===== src/rtl/des_ks_pkg.sv =====
// DES key-schedule constants and bit-permutation helpers shared by the key scheduler.
// Tables use the standard DES numbering: entry values are 1-based source bit positions, bit 1 = MSB.
package des_ks_pkg;

    typedef enum logic [0:0] {
        IDLE = 1'b0,
        RUN  = 1'b1
    } state_e;

    localparam logic [6:0] PC1_TAB [56] = '{
        57, 49, 41, 33, 25, 17,  9,
         1, 58, 50, 42, 34, 26, 18,
        10,  2, 59, 51, 43, 35, 27,
        19, 11,  3, 60, 52, 44, 36,
        63, 55, 47, 39, 31, 23, 15,
         7, 62, 54, 46, 38, 30, 22,
        14,  6, 61, 53, 45, 37, 29,
        21, 13,  5, 28, 20, 12,  4
    };

    localparam logic [5:0] PC2_TAB [48] = '{
        14, 17, 11, 24,  1,  5,
         3, 28, 15,  6, 21, 10,
        23, 19, 12,  4, 26,  8,
        16,  7, 27, 20, 13,  2,
        41, 52, 31, 37, 47, 55,
        30, 40, 51, 45, 33, 48,
        44, 49, 39, 56, 34, 53,
        46, 42, 50, 36, 29, 32
    };

    localparam logic [1:0] SHIFT_TAB [16] = '{
        2'd1, 2'd1, 2'd2, 2'd2, 2'd2, 2'd2, 2'd2, 2'd2,
        2'd1, 2'd2, 2'd2, 2'd2, 2'd2, 2'd2, 2'd2, 2'd1
    };

    // Position p (1-based, MSB first) of an N-bit vector lives at index N-p.
    function automatic logic [55:0] pc1(input logic [63:0] key);
        logic [55:0] r;
        logic [5:0]  src;
        r = '0;
        for (int i = 0; i < 56; i++) begin
            src = 6'(7'd64 - PC1_TAB[i]);
            r[6'(55 - i)] = key[src];
        end
        return r;
    endfunction

    function automatic logic [47:0] pc2(input logic [55:0] cd);
        logic [47:0] r;
        logic [5:0]  src;
        r = '0;
        for (int i = 0; i < 48; i++) begin
            src = 6'(6'd56 - PC2_TAB[i]);
            r[6'(47 - i)] = cd[src];
        end
        return r;
    endfunction

    function automatic logic [27:0] rotl28(input logic [27:0] x, input logic [1:0] s);
        return (s == 2'd2) ? {x[25:0], x[27:26]} : {x[26:0], x[27]};
    endfunction

    function automatic logic [27:0] rotr28(input logic [27:0] x, input logic [1:0] s);
        return (s == 2'd2) ? {x[1:0], x[27:2]} : {x[0], x[27:1]};
    endfunction

endpackage


===== src/rtl/des_pc2_perm.sv =====
// Combinational PC-2 selection: 56-bit C||D half-pair down to a 48-bit round subkey.
module des_pc2_perm
    import des_ks_pkg::*;
(
    input  logic [55:0] cd,
    output logic [47:0] k
);

    assign k = pc2(cd);

endmodule


===== src/rtl/des_key_sched.sv =====
// Iterative DES subkey generator: one PC-2 subkey per adv, encrypt (K1..K16) or decrypt (K16..K1) order.
// Define KEY_SCHED_TDES_EN for a 48-subkey triple-DES sequence (key2/key3 inputs, pass output).
module des_key_sched
    import des_ks_pkg::*;
(
    input  logic        clk,
    input  logic        reset,
    input  logic        key_vld,
    input  logic [63:0] key,
`ifdef KEY_SCHED_TDES_EN
    input  logic [63:0] key2,
    input  logic [63:0] key3,
    output logic [1:0]  pass,
`endif
    input  logic        decrypt,
    input  logic        adv,
    output logic [47:0] k,
    output logic        k_vld,
    output logic [3:0]  round,
    output logic        last,
    output logic        busy
);

    state_e      state;
    state_e      state_nxt;
    logic [55:0] cd;
    logic [55:0] cd_nxt;
    logic [55:0] c0d0;
    logic [3:0]  round_nxt;
    logic        dir;
    logic        dir_nxt;
    logic        do_load;
    logic        ld_dir;
    logic [63:0] ld_key;
    logic        at_end;
    logic        final_pass;
    logic [47:0] k_nxt;

`ifdef KEY_SCHED_TDES_EN
    logic [1:0]  pass_nxt;
    logic [1:0]  ld_pass;
    logic [63:0] key1_q;
    logic [63:0] key2_q;
    logic [63:0] key3_q;
    logic        dec_q;

    // Later passes are loaded from these copies, so the key inputs only need to be valid with key_vld.
    always_ff @(posedge clk) begin
        if (key_vld) begin
            key1_q <= key;
            key2_q <= key2;
            key3_q <= key3;
            dec_q  <= decrypt;
        end
    end

    assign final_pass = (pass == 2'd2);
`else
    assign final_pass = 1'b1;
`endif

    assign at_end = dir ? (round == 4'd0) : (round == 4'd15);
    assign k_vld  = (state == RUN);
    assign busy   = k_vld;
    assign last   = k_vld && at_end && final_pass;

    always_comb begin
        state_nxt = state;
        cd_nxt    = cd;
        round_nxt = round;
        dir_nxt   = dir;
        do_load   = 1'b0;
        ld_dir    = decrypt;
        ld_key    = key;
`ifdef KEY_SCHED_TDES_EN
        pass_nxt  = pass;
        ld_pass   = 2'd0;
        ld_key    = decrypt ? key3 : key;
`endif
        if (key_vld) begin
            do_load   = 1'b1;
            state_nxt = RUN;
        end else if (state == RUN && adv) begin
            if (at_end) begin
                if (final_pass) begin
                    state_nxt = IDLE;
                end
`ifdef KEY_SCHED_TDES_EN
                else begin
                    // Each pass flips direction; the middle pass always uses key2.
                    do_load = 1'b1;
                    ld_dir  = ~dir;
                    ld_pass = pass + 2'd1;
                    ld_key  = (pass == 2'd0) ? key2_q : (dec_q ? key1_q : key3_q);
                end
`endif
            end else if (dir) begin
                cd_nxt    = {rotr28(cd[55:28], SHIFT_TAB[round]),
                             rotr28(cd[27:0],  SHIFT_TAB[round])};
                round_nxt = round - 4'd1;
            end else begin
                cd_nxt    = {rotl28(cd[55:28], SHIFT_TAB[round + 4'd1]),
                             rotl28(cd[27:0],  SHIFT_TAB[round + 4'd1])};
                round_nxt = round + 4'd1;
            end
        end
        c0d0 = pc1(ld_key);
        // Decrypt starts from C0D0 itself: the full schedule rotates by 28, so C16D16 == C0D0.
        if (do_load) begin
            dir_nxt   = ld_dir;
            round_nxt = ld_dir ? 4'd15 : 4'd0;
            cd_nxt    = ld_dir ? c0d0 : {rotl28(c0d0[55:28], 2'd1), rotl28(c0d0[27:0], 2'd1)};
`ifdef KEY_SCHED_TDES_EN
            pass_nxt  = ld_pass;
`endif
        end
    end

    des_pc2_perm u_pc2 (
        .cd (cd_nxt),
        .k  (k_nxt)
    );

    // k always equals PC2(cd), so holding cd on stall or after the final step also holds k.
    always_ff @(posedge clk or posedge reset) begin
        if (reset) begin
            state <= IDLE;
            cd    <= '0;
            round <= '0;
            dir   <= 1'b0;
            k     <= '0;
`ifdef KEY_SCHED_TDES_EN
            pass  <= '0;
`endif
        end else begin
            state <= state_nxt;
            cd    <= cd_nxt;
            round <= round_nxt;
            dir   <= dir_nxt;
            k     <= k_nxt;
`ifdef KEY_SCHED_TDES_EN
            pass  <= pass_nxt;
`endif
        end
    end

endmodule

===== config.mk =====
export PLATFORM = sky130hd
export DESIGN_NAME = des_key_sched
export DESIGN_NICKNAME = d
export VERILOG_FILES = /design/src/rtl/des_ks_pkg.sv /design/src/rtl/des_pc2_perm.sv /design/src/rtl/des_key_sched.sv
export SDC_FILE = /design/constraint.sdc
export NUM_CORES = 1
export LEC_CHECK = 0
export BUFFER_PORTS_ARGS = -buffer_cell sky130_fd_sc_hd__buf_2
export CAP_MARGIN = 20
export CORE_UTILIZATION = 57
export CTS_CLUSTER_DIAMETER = 40
export DETAILED_ROUTE_END_ITERATION = 10
export PLACE_DENSITY = 0.82
export SLEW_MARGIN = 20
export SYNTH_ARGS = -nofsm -noshare
export SYNTH_HDL_FRONTEND = slang
export SYNTH_HIERARCHICAL = 1
export SYNTH_SLANG_ARGS = --single-unit

===== constraint.sdc =====
create_clock -name clk -period 4.8 [get_ports clk]
set_clock_uncertainty 0.15 [all_clocks]
set_input_delay 0.96 -clock clk [delete_from_list [all_inputs] [get_ports clk]]
set_output_delay 0.96 -clock clk [all_outputs]
set_load 0.02 [all_outputs]

# Yosys cells after proc, flatten, opt, wreduce, memory -nomap -nowiden
# Memory sizes are Yosys's and may differ from the RTL's.
# Index checks and enable logic that the tools add are counted.
totals:
  register_bits: 94
  mem_bits_ro: 64
  word_cells: 52
  memories: 2
mem_list:
  columns: ["name", "words", "word_bits", "read_ports", "rd_clocked_by_memory_dff", "wr", "line_no", "text"]
  rows:
  - ["(name not given)", 16, 2, 1, 0, 0, "des_key_sched.sv:103", "rotl28(cd[27:0], SHIFT_TAB[round + 4'd1])};"]
  - ["(name not given)", 16, 2, 1, 0, 0, "des_key_sched.sv:99", "rotr28(cd[27:0], SHIFT_TAB[round])};"]
op_classes:
  add_sub_neg: 2
  order_cmp: 2
  eq_ne: 5
  mux: 25
  n_bitwise: 2
  reduce_logical: 8
op_table:
  columns: ["operator", "n"]
  rows:
  - ["56-bit two-way mux", 5]
  - ["28-bit two-way mux", 4]
  - ["33-bit two-way mux", 1]
  - ["4-bit two-way mux", 6]
  - ["5-bit greater-or-equal comparator, second input constant", 2]
  - ["4-bit inverter with 5-bit output", 2]
  - ["2-bit two-way mux", 4]
  - ["2-bit nonzero test", 3]
  - ["1-bit two-way mux", 5]
  - ["4-bit by 1-bit adder with 4-bit output, second input constant", 1]
  - ["2-bit equality test, second input constant", 2]
  - ["4-bit equality test, second input constant", 1]
  - ["4-bit logical NOT", 1]
  - ["4-bit by 1-bit subtractor with 4-bit output, second input constant", 1]
  - ["3-bit AND reduction", 1]
  - ["1-bit logical AND", 2]
  - ["2-bit by 1-bit inequality test with 1-bit output, second input constant", 1]
  - ["2-bit inequality test, second input constant", 1]
  - ["2-bit AND reduction", 1]

# Logic depth before layout (Yosys ltp)
# Gate-level depths: netlist of the first run.
depth:
  ltp_word: 12
  ltp_mapped: 11
  ltp_nobuf: 8

# Hierarchy
# The synthesis of the first run kept the hierarchy.
modules_own_cells:
  columns: ["mod", "n_inst", "cells_each", "area_each_um2", "seq_area_each_um2"]
  rows:
  - ["des_key_sched", 1, 558, 5838.1, 2752.6]
  - ["des_pc2_perm", 1, 49, 364.1, 0.0]

# Least setup slack after synthesis of the first run
# Ideal clock, no wire load.
synth_timing:
  kind: "register -> output"
  from: "register round[1]"
  to: "output last"
  arrival_time_ns: 1.505
  required_time_ns: 3.690
  slack_ns: 2.185
  path_stages_with_launch: 5
  n_path_buf: 0
  path_cell_list: "dfrtp_1 ha_1 nand3_1 o32ai_1 and2_1"
synth_via:
  elab_chain_len: 3
  word_cells_on_any_way: 4
  classes_between: "eq/ne: 1; mux: 1; reduce/logical: 2"
synth_lines:
  columns: ["element", "line_no", "text"]
  rows:
  - ["start: declaration", "des_key_sched.sv:19", "output logic [3:0] round,"]
  - ["start signal: assignment", "des_key_sched.sv:138", "round <= round_nxt;"]
  - ["4-bit equality test or 4-bit logical NOT (tied branches)", "des_key_sched.sv:62", "assign at_end = dir ? (round == 4'd0) : (round == 4'd15);"]
  - ["1-bit two-way mux *", "des_key_sched.sv:62", null]
  - ["1-bit logical AND *", "des_key_sched.sv:65", "assign last = k_vld && at_end && final_pass;"]
  - ["end: declaration", "des_key_sched.sv:20", "output logic last,"]
# Mark *: on every way between the ends. The rest lies on a longest branch, timed or not.

# Worst setup path in the final report of the first run
layout_timing:
  from: "register round[1]"
  to: "register k[14]"
layout_via:
  elab_chain_len: 12
  word_cells_on_any_way: 21
  classes_between: "add/sub: 1; eq/ne: 3; mux: 12; bitwise: 2; reduce/logical: 1; memory: 2"
layout_lines:
  columns: ["element", "line_no", "text"]
  rows:
  - ["4-bit by 1-bit adder with 4-bit output", "des_key_sched.sv:103", null]
  - ["4-bit inverter with 5-bit output (implied by the code)", "des_key_sched.sv:103", null]
  - ["memory 16 x 2 bit", null, null]
  - ["2-bit two-way mux (implied by the code) (2 in a row)", "des_key_sched.sv:103", null]
  - ["2-bit equality test", "des_ks_pkg.sv:61", "return (s == 2'd2) ? {x[25:0], x[27:26]} : {x[26:0], x[27]};"]
  - ["28-bit two-way mux", "des_ks_pkg.sv:61", null]
  - ["56-bit two-way mux", "des_key_sched.sv:97", "end else if (dir) begin"]
  - ["56-bit two-way mux *", "des_key_sched.sv:84", "if (at_end) begin"]
  - ["56-bit two-way mux *", "des_key_sched.sv:83", "end else if (state == RUN && adv) begin"]
  - ["56-bit two-way mux *", "des_key_sched.sv:80", "if (key_vld) begin"]
  - ["56-bit two-way mux *", "des_key_sched.sv:109", "if (do_load) begin"]
  - ["named net cd_nxt[11]", "des_key_sched.sv:27", "logic [55:0] cd_nxt;"]
  - ["end signal: assignment", "des_key_sched.sv:140", "k <= k_nxt;"]
  - ["end: declaration", "des_key_sched.sv:17", "output logic [47:0] k,"]
# Mark *: on every way through the listed nets, which the timed path passes. The rest lies on a longest branch. The select of a mux whose other input is x is not followed.
# A chain may end at the register's enable or synchronous reset.

==> summary.md, run 1 <==
| Metric | Value |
|---|---|
| Worst-Margin Slew | 1.08 ns |
| Filler cells | 864 |
| Wl on met1 | 5650 um |
| Routed vias | 4736 |
| CTS tree | built |
| Post-DP HPWL | 8390 um |
| First-pass GRT wire length | 21700 um |
| Wirelength, routed | 13000 um |
| Max Used Layer | met4 |
| Core Area | 10400 um2 |
| Io pins | 124 |
| Largest net degree at the start of global routing | 65 |
| Area of the die | 11300 um2 |
| CP Cell Sequence | ha_1 -> nand3_1 -> o32a_1 -> nand3_2 -> buf_4 -> nor2_2 -> nand2_2 -> o221ai_1 |
| Crit path max fanout | 37 |
| Startpoint class of the critical path | register |
| Finished Cell Area | 6620 um2 |
| Chip width | 106 um |
| Critical path capture point type | register |
| DR WL met3 | 590 um |
| Avg Vias per Cell | 6.08 |
| Overall Global Routing Usage | 24.0% |
| Number of synthesized flops with an enable pin | 0 |
| Final core utilization | 63.5% |
| Post-CTS Setup Inserts | 0 |
| RD Place Congestion | 0.814 |
| Post-Syn Instances | 607 |
| Worst path required time | 4.89 ns |
| Clock Sinks | 110 |
| Initial cell density of the core | 59.5% |
| Footprint of the multi-input gates | 2940 um2 |
| Tmin final | 3.95 ns |
| CTS Root Cell | clkbuf_8 |
| CP peak stage delay | 0.86 ns |
| Area grow syn2layout | 6.66% |
| Final TNS setup | 0 ns |
| HP Class | reg -> reg |
| Slowest-stage cell, CP | nor2_2 |
| PortBufs | 91 |
| Maximum VDD drop | 0.248 mV |
| ANT nets after route | 0 |
| CTS Buffer Depth | 2 |
| CTS HTree Levels | 3 |
| Yosys synthesis warning count | 6 |
| Clock Latency Late Sink | 0.38 ns |
| DRC Markers | 0 |
| Post-cts resize count | 0 |
| R2R setup slack | 0.85 ns |
| Antenna cells | 0 |
| Layout cell share with drive strength beyond 1 | 20.2% |
| Lkg Pwr | 3.06 nW |
| Die height | 106 um |
| Yosys reg bits | 110 |
| Placed cell area | 6400 um2 |
| Final Hold Fails | 0 |
| Pre-antenna DRT Iters | 5 |
| Max-cap viol count | 0 |
| Slew Limit Fails | 0 |
| Unrepaired setup endpoints after global routing | no |
| Asr flop ratio synth | 100% |
| Critical path class | reg -> reg |
| Top_reg_cell synth | dfrtp_1 |
| Setup violators final | 0 |
| F_max | 253 MHz |
| Pwr dens | 440 nW/um2 |
| Top-area cell type share of the netlist area | 44.4% |
| Worst-path clk slew | 0.10 ns |
| Slew HR | 27.6% |
| Part of the Yosys area used for sequential elements | 44.4% |
| Num rows | 37 |
| Vias in the first global route | 4609 |
| GR Overflow Total | 0 |
| WL/cell | 16.7 um |
| Fin cells | 779 |
| Final Cycle Share | 82.3% |
| Syn Std Cell Area | 6200 um2 |
| WP data arrival | 4.04 ns |
| Nets | 713 |
| Synth cell count leaders | 119 x mux2i_1, 110 x dfrtp_1, 62 x nor2_1 |
| Placed cell count | 762 |
| Register Area | 2750 um2 |
| Cell accounting for the most synthesized area | dfrtp_1 |
| Initial DRC Count | 345 |
| Syn_area_per_cell | 10.2 um2 |
| CTS Hold Bufs | 0 |
| Initial antenna violation count | 0 |
| Status | complete, no violations |
| Num CTS Buffers | 9 |
| DR WL met2 | 6460 um |
| Most numerous cell in the Yosys netlist | mux2i_1 |
| Post-synthesis cell type count | 40 |
| Top cells by area, synth | dfrtp_1 44%, mux2i_1 19%, buf_4 6.4%, o221ai_1 4.5%, nor2_1 3.8% |
## area by class of cell
cell class              instances  share of cell area [%]
clock buffers                  11                    2.29
repair buffers                100                    8.21
multi-input cells             411                    44.4
well taps                     136                    2.57
flip-flops and latches        110                    41.6
inverters                       6                   0.378
clock inverters                 5                   0.511
## state kept, by name, summed over array words and instances, names as in the netlist
register / count
dir: 1
round: 4
cd: 56
busy: 1
k: 48
## where the power goes
group / total (mW) / switching (mW) / internal [mW]
Clock: 0.528 / 0.312 / 0.216
Combinational: 1.16 / 0.669 / 0.489
Sequential: 1.22 / 0.148 / 1.08
## through the flow
stage | setup slack, ns | hold slack [ns] | power [mW]
detailed placement | 0.517 | 0.382 | 2.37
finish | 0.850 | 0.409 | 2.91
floorplan | 0.788 | 0.359 | 2.18
CTS | 0.484 | 0.408 | 2.90
global route | 0.642 | 0.428 | 3.07
global placement | 0.710 | 0.377 | 2.34
## layout by cell type (no fill, tap or decap), types with 2 or more instances in the layout
cell type   count
buf_4           7
o21ai_0         2
nor2_2          2
ha_1            6
o221ai_1       32
buf_2          91
clkinvlp_4      2
nor3_1          2
conb_1         16
nand3_1        25
a32o_1         23
inv_1           4
xnor2_1         4
mux2i_1       119
clkbuf_8       11
a31oi_1        33
nor2_1         62
o32ai_1         2
and3_1          3
a21oi_1         2
clkinv_2        2
mux2_2          3
nand2_2         2
nand2_1        58
dfrtp_1       110
## routing by layer
layer | vias to the layer above | track usage, %
li1 | 2202 | -
met1 | 2361 | 31.3
met2 | 148 | 39.6
met3 | 25 | 3.80
met4 | 0 | 10.6
met5 | - | 0
## critical path: cells and delay by family (launching register included)
kind | cells | cell delay, ns
and+or+nand+nor | 4 | 1.79
DFF | 1 | 0.52
AOI/OAI and AO/OA | 2 | 0.73
buffers and inverters | 1 | 0.26
adders and majority gates | 1 | 0.35
## cells by family (layout without fill, tap and decap cells)
family,Yosys count,in the layout,share of synthesized area [%]
compound gates,103,103,13.5
xor+xnor,5,5,0.706
fa+ha+maj,6,6,1.21
buf+inv,101,122,9.62
flops,110,110,44.4
mux,122,122,19.7
other cells,1,16,0.0605
simple gates,159,159,10.8
## worst paths after layout
path | startpoint | to | cells past startpoint
min in group asynchronous | reset | k[46] | 2
worst max register to register | round[1] | k[14] | 8
worst min register to register | cd[46] | cd[46] | 1
worst max-delay path | round[1] | k[14] | 8
worst min-delay path | cd[46] | cd[46] | 1
max in group asynchronous | reset | k[28] | 3
No activity file was read; power rests on OpenSTA's default activity.
==> inputs of run 2 (changes only) <==
- CORE_UTILIZATION: 57 -> 51
- PLACE_DENSITY: 0.82 -> 0.78
- clock period: 4.8 -> 3.4 ns (I/O delays scaled with it)
==> summary.md, run 2 (synthesized netlist as in run 1, its figures left out) <==
| Metric | Value |
|---|---|
| Pre-antenna DRT Iters | 8 |
| CTS Root Cell | clkbuf_16 |
| Wirelength, routed | 13400 um |
| Maximum VDD drop | 0.296 mV |
| Slew HR | 43.4% |
| Startpoint class of the critical path | register |
| Switching Share | 36.2% |
| Failing checks | DRC |
| WL/cell | 16.8 um |
| Finished Cell Area | 6900 um2 |
| Post-cts resize count | 0 |
| Commonest non-fill, non-tap cell in the layout | mux2i_1 |
| Seq pwr share | 38.0% |
| Post-Place Worst Slack | 0.415 ns |
| Die height | 112 um |
| Overall power | 4.55 mW |
| Gate power share | 38.0% |
| CTS Buffer Depth | 2 |
| Worst-Margin Slew | 0.848 ns |
| Status | complete, but fails checks |
| Placed cell area | 6590 um2 |
| PortBufs | 91 |
| Area of the die | 12600 um2 |
| CP Cell Sequence | ha_1 -> nand3_1 -> o311ai_4 -> buf_12 -> mux2i_1 -> o221ai_1 |
| Clock Latency Late Sink | 0.35 ns |
| Clock Sinks | 110 |
| Final Cycle Share | 88.3% |
| Final TNS setup | 0 ns |
| CTS Hold Bufs | 0 |
| Post-CTS Setup Inserts | 0 |
| Clk pwr share | 24.0% |
| GR Overflow Total | 0 |
| Int Pwr | 2.90 mW |
| Worst path required time | 3.43 ns |
| Number of flip-flops in the largest register | 56 |
| Io pins | 124 |
| Reg-to-Reg Start | round[1] |
| HP Class | in -> async |
| Antenna cells | 0 |
| CTS HTree Levels | 3 |
| Largest net degree at the start of global routing | 73 |
| Setup violators final | 0 |
| Slew Limit Fails | 0 |
| Initial DRC Count | 353 |
| Overall Global Routing Usage | 22.2% |
| Nets | 726 |
| Net Switching | 1.65 mW |
| Most frequent cells in the layout | 119 x mux2i_1, 110 x dfrtp_1, 91 x buf_2 |
| WP data arrival | 3.03 ns |
| Pwr dens | 660 nW/um2 |
| Area grow syn2layout | 11.2% |
| CP delay by family, top | compound AO/OA/AOI/OAI gates |
| CP peak stage delay | 0.80 ns |
| Worst-path clk slew | 0.07 ns |
| Slowest-stage cell, CP | o311ai_4 |
| First-pass GRT wire length | 22600 um |
| Critical path capture point type | register |
| Num CTS Buffers | 9 |
| Layout cell share with drive strength beyond 1 | 21.3% |
| Tmin final | 3.00 ns |
| Top Registers | cd (56), k (48), round (4) |
| Chip width | 112 um |
| DRC Markers | 6 |
| Routed vias | 4821 |
| Critical path class | reg -> reg |
| Vias in the first global route | 4695 |
| Buffers and inverters on the worst path | 1 |
| Crit path from | round[1] |
| Final WS setup | 0.397 ns |
| Max-cap viol count | 0 |
| ANT nets after route | 0 |
| CTS tree | built |
| Post-DP HPWL | 9030 um |
| Lkg Pwr | 3.20 nW |
| Num rows | 39 |
| Crit path max fanout | 20 |
| F_max | 333 MHz |
| Initial cell density of the core | 53.4% |
| Final Hold Fails | 0 |
| Avg Vias per Cell | 6.03 |
| Unrepaired setup endpoints after global routing | no |
| Initial antenna violation count | 0 |
| Core Area | 11600 um2 |
| R2R setup slack | 0.40 ns |
| RD Place Congestion | 0.800 |
| Largest Register | cd |
[run 2: cell types whose count changed in the layout (fill, tap and decap cells not counted), moves of 2 or more]
cell,before,now
buf_12,1,7
clkbuf_8,11,2
nand2_2,2,0
nand2_1,58,60
clkbuf_16,0,9
inv_6,0,2
buf_4,7,15
[run 2: path summary, 6_finish.rpt]
| path | end | depth (start not counted) |
|---|---|---|
| max | k[21] | 6 |
| min | cd[47] | 3 |
| max reg2reg | k[21] | 6 |
| min reg2reg | cd[44] | 1 |
| max in group asynchronous | k[19] | 3 |
| min in group clk | cd[44] | 1 |
[run 2: per-layer routing]
metal  global-route usage (%)  up-vias  share of wire (%)  routed length (um)
met4                     8.00        0                1.9                 261
met2                     35.8      180                 49                6540
met3                     3.62       20                5.2                 694
met1                     30.6     2381                 44                5950
met5                        0        -                  0                   0
li1                         -     2240                  -                   -
[run 2: power by group through the flow]
stage / combinational [mW] / clock, mW / sequential, mW
final: 1.73 / 1.09 / 1.73
after CTS: 1.73 / 1.11 / 1.72
after floorplan: 1.27 / 0 / 1.81
after global placement: 1.68 / 0 / 1.73
after detailed placement: 1.72 / 0 / 1.74
after global routing: 1.87 / 1.17 / 1.76
[run 2: through the flow]
stage               util [%]  hold slack [ns]  instances
floorplan                  -            0.359        622
global placement        56.7            0.375        783
detailed placement      56.7            0.378        783
CTS                     59.4            0.311        799
global route            59.4            0.325        799
finish                  59.4            0.283        799
[run 2: tightest hold or removal path: cells and delay by family]
kind     cells  cell delay (ns)
buf+inv      3             0.52
[run 2: final cells by class]
type / instances / area [um2]
Clock buffer: 12 / 256
Inverter: 6 / 26.3
Clock inverter: 4 / 52.6
Sequential cell: 110 / 2750
Fill cell: 976 / 4720
Multi-Input combinational cell: 411 / 2920
Timing Repair Buffer: 113 / 708
Tap cell: 143 / 179
